==> config.mk <==
export PLATFORM = sky130hd
export DESIGN_NAME = demux1to3_buffered
export DESIGN_NICKNAME = d
export VERILOG_FILES = /design/src/rtl/demux1to3_buffered.sv
export SDC_FILE = /design/constraint.sdc
export NUM_CORES = 1
export LEC_CHECK = 0
export BUFFER_PORTS_ARGS = -buffer_cell sky130_fd_sc_hd__buf_2
export CORE_MARGIN = 2
export CORE_UTILIZATION = 57
export DETAILED_ROUTE_END_ITERATION = 16
export GPL_ROUTABILITY_DRIVEN = 0
export PLACE_DENSITY_LB_ADDON = 0.15
export SLEW_MARGIN = 20
export SYNTH_ARGS = -nofsm -noshare
export SYNTH_HDL_FRONTEND = slang
export SYNTH_SLANG_ARGS = --single-unit
==> constraint.sdc <==
create_clock -name clk -period 3.29 [get_ports clk]
set_clock_uncertainty 0.15 [all_clocks]
set_input_delay 0.658 -clock clk [delete_from_list [all_inputs] [get_ports clk]]
set_output_delay 0.658 -clock clk [all_outputs]
set_load 0.02 [all_outputs]
==> src/rtl/demux1to3_buffered.sv <==
// Routes one recoded-float result stream to three consumers, each behind its own small FIFO.
// Select code 2'b11 drops the word, pulsing drop_pulse and bumping a saturating drop counter.
module demux1to3_buffered #(
    parameter int unsigned DATA_WIDTH = 32,
    parameter int unsigned DEPTH      = 2
) (
    input  logic                  clk,
    input  logic                  rst,
    input  logic                  in_valid,
    output logic                  in_ready,
    input  logic [DATA_WIDTH:0]   in_data,
    input  logic [1:0]            in_sel,
    output logic                  out1_valid,
    input  logic                  out1_ready,
    output logic [DATA_WIDTH:0]   out1_data,
    output logic                  out2_valid,
    input  logic                  out2_ready,
    output logic [DATA_WIDTH:0]   out2_data,
    output logic                  out3_valid,
    input  logic                  out3_ready,
    output logic [DATA_WIDTH:0]   out3_data,
    output logic                  drop_pulse,
    output logic [7:0]            drop_count
);

    localparam int unsigned PW = (DEPTH > 1) ? $clog2(DEPTH) : 1;
    localparam int unsigned CW = $clog2(DEPTH + 1);
    localparam logic [CW-1:0] CNT_FULL = CW'(DEPTH);
    localparam logic [PW-1:0] PTR_LAST = PW'(DEPTH - 1);

    logic [DATA_WIDTH:0] mem_q    [3][DEPTH];
    logic [PW-1:0]       rd_ptr_q [3];
    logic [PW-1:0]       wr_ptr_q [3];
    logic [CW-1:0]       cnt_q    [3];

    logic       accept;
    logic [2:0] push;
    logic [2:0] pop;
    logic [2:0] out_valid;
    logic [2:0] out_ready;
    logic       drop_pulse_q;
    logic [7:0] drop_count_q;

    function automatic logic [PW-1:0] ptr_inc(input logic [PW-1:0] p);
        return (p == PTR_LAST) ? '0 : p + PW'(1);
    endfunction

    // Readiness looks only at the target FIFO's count, so a full FIFO stalls
    // even when its consumer is popping this cycle.
    always_comb begin
        in_ready = 1'b0;
        if (!rst) begin
            unique case (in_sel)
                2'b00:   in_ready = (cnt_q[0] != CNT_FULL);
                2'b01:   in_ready = (cnt_q[1] != CNT_FULL);
                2'b10:   in_ready = (cnt_q[2] != CNT_FULL);
                default: in_ready = 1'b1;
            endcase
        end
    end

    assign accept    = in_valid && in_ready;
    assign out_ready = {out3_ready, out2_ready, out1_ready};

    always_comb begin
        push = '0;
        pop  = '0;
        for (int c = 0; c < 3; c++) begin
            out_valid[c] = (cnt_q[c] != '0);
            push[c]      = accept && (in_sel == 2'(c));
            pop[c]       = out_valid[c] && out_ready[c];
        end
    end

    always_ff @(posedge clk) begin
        if (rst) begin
            for (int c = 0; c < 3; c++) begin
                rd_ptr_q[c] <= '0;
                wr_ptr_q[c] <= '0;
                cnt_q[c]    <= '0;
                for (int i = 0; i < DEPTH; i++) begin
                    mem_q[c][i] <= '0;
                end
            end
        end else begin
            for (int c = 0; c < 3; c++) begin
                if (push[c]) begin
                    mem_q[c][wr_ptr_q[c]] <= in_data;
                    wr_ptr_q[c]           <= ptr_inc(wr_ptr_q[c]);
                end
                if (pop[c]) begin
                    rd_ptr_q[c] <= ptr_inc(rd_ptr_q[c]);
                end
                if (push[c] && !pop[c]) begin
                    cnt_q[c] <= cnt_q[c] + CW'(1);
                end else if (pop[c] && !push[c]) begin
                    cnt_q[c] <= cnt_q[c] - CW'(1);
                end
            end
        end
    end

    always_ff @(posedge clk) begin
        if (rst) begin
            drop_pulse_q <= 1'b0;
            drop_count_q <= '0;
        end else begin
            drop_pulse_q <= accept && (in_sel == 2'b11);
            if (accept && (in_sel == 2'b11) && (drop_count_q != 8'hFF)) begin
                drop_count_q <= drop_count_q + 8'd1;
            end
        end
    end

    assign out1_valid = out_valid[0];
    assign out2_valid = out_valid[1];
    assign out3_valid = out_valid[2];
    assign out1_data  = mem_q[0][rd_ptr_q[0]];
    assign out2_data  = mem_q[1][rd_ptr_q[1]];
    assign out3_data  = mem_q[2][rd_ptr_q[2]];
    assign drop_pulse = drop_pulse_q;
    assign drop_count = drop_count_q;

endmodule

; ---- After elaboration in Yosys (flattened, before gate mapping)
; Memories as Yosys holds them, arrays and structs flattened.
; Index checks and enable logic that the tools add are counted.
[classes]
n_bitwise = 216
n_eq_ne = 7
addsub = 13
reduce_logical = 28
n_mux = 277
magnitude_cmp = 9
[op_table]
columns = cell, count
row1 = $mux W33, 12
row2 = $mux W1, 252
row3 = $or A1 B1 Y1, 210
row4 = $mux W66, 3
row5 = $demux W33 S1, 3
row6 = $logic_and A1 B1 Y1, 18
row7 = $ge A2 B2 Y1 const B, 6
row8 = $mux W2, 6
row9 = $not A1 Y2, 6
row10 = $add A8 B1 Y8 const B, 1
row11 = $ne A8 B8 Y1 const B, 1
row12 = $add A1 B1 Y1 const B, 6
row13 = $add A2 B1 Y2 const B, 3
row14 = $logic_not A1 Y1, 6
row15 = $lt A2 B1 Y1 const B, 3
row16 = $ne A2 B2 Y1 const B, 3
row17 = $reduce_bool A2 Y1, 3
row18 = $sub A2 B1 Y2 const B, 3
row19 = $eq A2 B2 Y1 const B, 2
row20 = $pmux W1 S3, 1
row21 = $eq A2 B1 Y1 const B, 1
row22 = $logic_not A2 Y1, 1
[totals]
ff_bits = 9
out_inout_bits = 112
mem_count = 4
word_cells = 556
input_bits = 41
ramBits = 210
[memory_table]
columns = memory, depth, word_bits, read_ports, rd_ports_with_merged_regs, write_ports, line_no
row1 = mem_q, 3, 66, 3, 0, 3, 31  ; logic [DATA_WIDTH:0] mem_q [3][DEPTH];
row2 = cnt_q, 3, 2, 3, 0, 3, 34  ; logic [CW-1:0] cnt_q [3];
row3 = rd_ptr_q, 3, 1, 3, 0, 3, 32  ; logic [PW-1:0] rd_ptr_q [3];
row4 = wr_ptr_q, 3, 1, 3, 0, 3, 33  ; logic [PW-1:0] wr_ptr_q [3];

; ---- Longest topological paths before layout
[logic_depth]
ltp_word = 12
depth_mapped = 9
mapped_depth_nobuf = 8

; ---- Least setup slack after synthesis
; Ideal clock, no wire load.
[synth_timing]
path_type = input -> register
start = input port in_sel[1]
end = memory mem_q[0][0] in the netlist's numbering, enable pin
t_arrival_ps = 2538
cell_stages = 8
n_path_buf = 2
slack_ps = 213
required_time_ps = 2751
setup_ps = 389
cell_sequence = inv_1 ha_1 a22oi_2 o211ai_2 a21oi_2 buf_4 buf_2 a21o_1
[synth_rtl]
columns = element, line_no
row1 = from (decl), 12  ; input logic [1:0] in_sel,
row2 = to (decl), 31

==> key figures <==
Floorplanning
  – Rows: 47
  – Die height: 135.1 microns
  – Chip width: 135.1 microns
  – Die ar.: 18250 sq um
  – Core ar.: 16700 sq um
  – Initial core utilization: 58.67%
  – Total I/O pin count: 153

STA
  – Highest clock rate: 348.1 MHz
  – Worst setup slack after layout: 0.4176 ns
  – Final setup vio count: 0
  – Setup_tns: 0 ns
  – Minimum hold slack: 0.3505 ns
  – RSZ-0062 raised after global routing: no
  – Period minus WS final: 2.872 ns
  – Max_slew headroom: 38.94%
  – Worst slew pin tran: 0.9159 ns
  – Tcrit/Tclk final: 87.31%
  – Final count of hold timing violations: 0
  – Final slew viol count: 0

Cells and area
  – Share of cells above drive strength 1: 38.79%
  – Final nets: 873
  – Final instance area: 11510 sq um
  – Layout filler cell count: 1196
  – Ant. Diodes: 0
  – P&R area growth vs syn: 17.48%

Detailed routing
  – Initial drt markers: 485
  – Final ANT Viol Nets: 0
  – Vias per cell: 5.715
  – Pre-Repair DR Iteration Count: 5
  – Per-cell routed wire length: 20.04 microns
  – # DRC: 0
  – Via Count: 6075
  – Final WL: 21300 microns

Power and ir drop
  – Int Power: 4.956 mW
  – LEAKAGE: 5.033 nW
  – Seq pwr share: 48.4%
  – Power Density: 589.3 nW/um^2
  – Combinational share of power: 17.3%
  – Peak supply drop: 433.7 uV
  – Net Sw Power: 1.827 mW
  – Clock Power Share: 34.3%
  – Switch share: 26.94%

CTS
  – Post-CTS setup buffers: 0
  – Max clock buf depth: 3
  – Root buf cell: clkbuf_16
  – Total clock sinks: 219
  – Num CTS Buffers: 23
  – CTS tree: built
  – Clk_lat worst skew: 0.50 ns
  – # H-tree levels: 1
  – CTS Hold Bufs: 0
  – Worst-path clk slew: 0.06 ns
  – Post-CTS sizing: 0

Setup path
  – CP peak stage delay: 0.77 ns
  – Worst setup EP type: primary output
  – Critical Path Slowest Stage Cell: edfxtp_1
  – Arrival @ worst endpoint: 2.06 ns
  – Critical Path RT: 2.48 ns
  – Critical path, cell by cell: buf_12 -> mux2_2 -> buf_2
  – Crit-path max FO: 22
  – Worst Setup Start Kind: register
  – WS Path Type: register to primary output

Placement
  – Placed Area: 10830 sq um
  – # port buffers: 152
  – HPWL after DPL: 13380 microns
  – Post-place setup slack: 0.2109 ns

Global routing
  – Largest net degree at the start of global routing: 42
  – Initial antenna violation count: 0
  – Grt total ovfl: 0
  – GRT Overall Usage: 23.38%
  – Vias in the first global route: 6183
  – First-pass GRT wire length: 32930 microns

Yosys
  – Syn. warnings: 0
  – Top cell type's share of synthesized area: 64.36%
  – Largest area contributor in the netlist: edfxtp_1
  – Register area share after synthesis: 66.20%
  – Synth unique cells: 40
  – Yosys reg bits: 219
  – Post-synthesis average cell area: 14.49 sq um
  – Synth Cell Area: 9798 sq um
  – Post-synthesis cell count: 676
  – Top_reg_cell synth: edfxtp_1
  – Post-Synthesis Net Count: 723
  – Synth area leaders: edfxtp_1 (64%), mux2_2 (11%), and3_1 (6.4%), and2_1 (6.3%), dfxtp_1 (1.8%)
  – Asr flop ratio synth: 0%
  – Post-synth EDFFs: 210

Run status
  – Status: completed

Hold path
  – Hold crit path type: primary input to register

Job
  – Max Cap Viol: 0
==> logic make-up (layout without fill, tap and decap cells) <==
kind of cell	Yosys count	in the layout	synth area share, %
AND/OR/NAND/NOR	267	267	16.37
multiplexers	101	101	11.58
buffers and inverters	52	219	2.299
flip-flops	219	219	66.20
XOR/XNOR	9	9	0.8045
AO/OA/AOI/OAI	22	22	1.979
adder cells (fa/ha/maj)	6	6	0.7662
==> power by group through the flow <==
stage          clock network [mW]  registers (mW)  logic (mW)
2_1_floorplan                   0            3.30       0.786
4_1_cts                      2.35            3.28        1.19
6_report                     2.33            3.28        1.18
5_1_grt                      2.45            3.30        1.25
3_3_place_gp                    0            3.33        1.16
3_5_place_dp                    0            3.34        1.18
==> flip-flops by register name, indices dropped and copies added, names as in the netlist <==
register and flops:
mem_q 198, drop_count 8, cnt_q 6, rd_ptr_q 3, wr_ptr_q 3, drop_pulse 1
==> per-layer routing <==
metal | share of wire [%] | wire length, microns | vias up | GRT usage [%]
li1 | - | - | 2780 | -
met1 | 41 | 8729 | 3017 | 30.79
met2 | 50 | 10740 | 235 | 40.92
met3 | 6.1 | 1309 | 43 | 3.153
met4 | 2.4 | 518 | 0 | 6.829
met5 | 0 | 0 | - | 0
==> critical path, delay by kind of cell (launching register included) <==
family	cells	cell delay, ns
buffers and inverters	2	0.42
multiplexers	1	0.36
flip-flops	1	0.77
==> synth_stat cells, drive strengths merged, types with 2 or more instances <==
cell / count
ha: 6
nand3b: 2
or3: 4
o211ai: 2
nand2b: 8
a21o: 4
edfxtp: 210
inv: 7
nand4: 2
nand2: 12
clkbuf: 29
and2: 99
and3: 100
dfxtp: 9
xor2: 8
o21ai: 3
or2: 11
buf: 16
mux2: 99
a21oi: 8
nor2: 17
nand3: 5
mux2i: 2
and2b: 3
==> cell type report <==
class / count / area (sq um) / area share [%]
flip-flops and latches: 219 / 6486 / 56.35
multi-input cells: 405 / 3113 / 27.04
repair buffers: 170 / 933.4 / 8.109
clock buffers: 27 / 590.6 / 5.130
well taps: 220 / 275.3 / 2.391
clock inverters: 15 / 86.33 / 0.7500
inverters: 7 / 26.28 / 0.2283
==> layout by cell type, fill, tap and decap left out, types with 2 or more instances in the layout <==
cell / n
clkbuf_1: 4
clkbuf_16: 23
buf_4: 15
or3_1: 4
nand2_1: 12
nand3_1: 5
buf_12: 3
ha_1: 6
clkinv_2: 10
buf_2: 152
and2_1: 99
o211ai_2: 2
inv_1: 7
a21oi_4: 3
or2_2: 9
o21ai_0: 2
a21oi_1: 4
nor2_1: 17
and2b_1: 3
mux2i_1: 2
nand2b_1: 8
edfxtp_1: 210
dfxtp_1: 9
or2_1: 2
nand4_1: 2
nand3b_1: 2
xor2_1: 8
a21o_2: 3
clkinvlp_4: 2
mux2_2: 99
and3_1: 100
==> through the flow <==
stage	instances	utilization [%]	total power, mW
after global placement	1021	64.87	4.489
after global routing	1063	68.92	7.000
after detailed placement	1021	64.87	4.517
after floorplan	676	-	4.091
after CTS	1063	68.92	6.815
final	1063	68.92	6.783
==> final timing paths <==
path	from	end	slack, ns	depth (start not counted)
min reg2reg	drop_count[1]$_SDFFE_PP0P_	drop_count[1]$_SDFFE_PP0P_	0.41	2
max	rd_ptr_q[0][1]$_SDFFCE_PP0P_	out2_data[20]	0.42	3
min	in_data[3]	mem_q[0][168]$_SDFFCE_PN0P_	0.35	2
max reg2reg	cnt_q[1][1]$_SDFFCE_PN0P_	cnt_q[2][0]$_DFFE_PP_	0.74	7
Note: power is estimated with default switching activity, not from simulation.
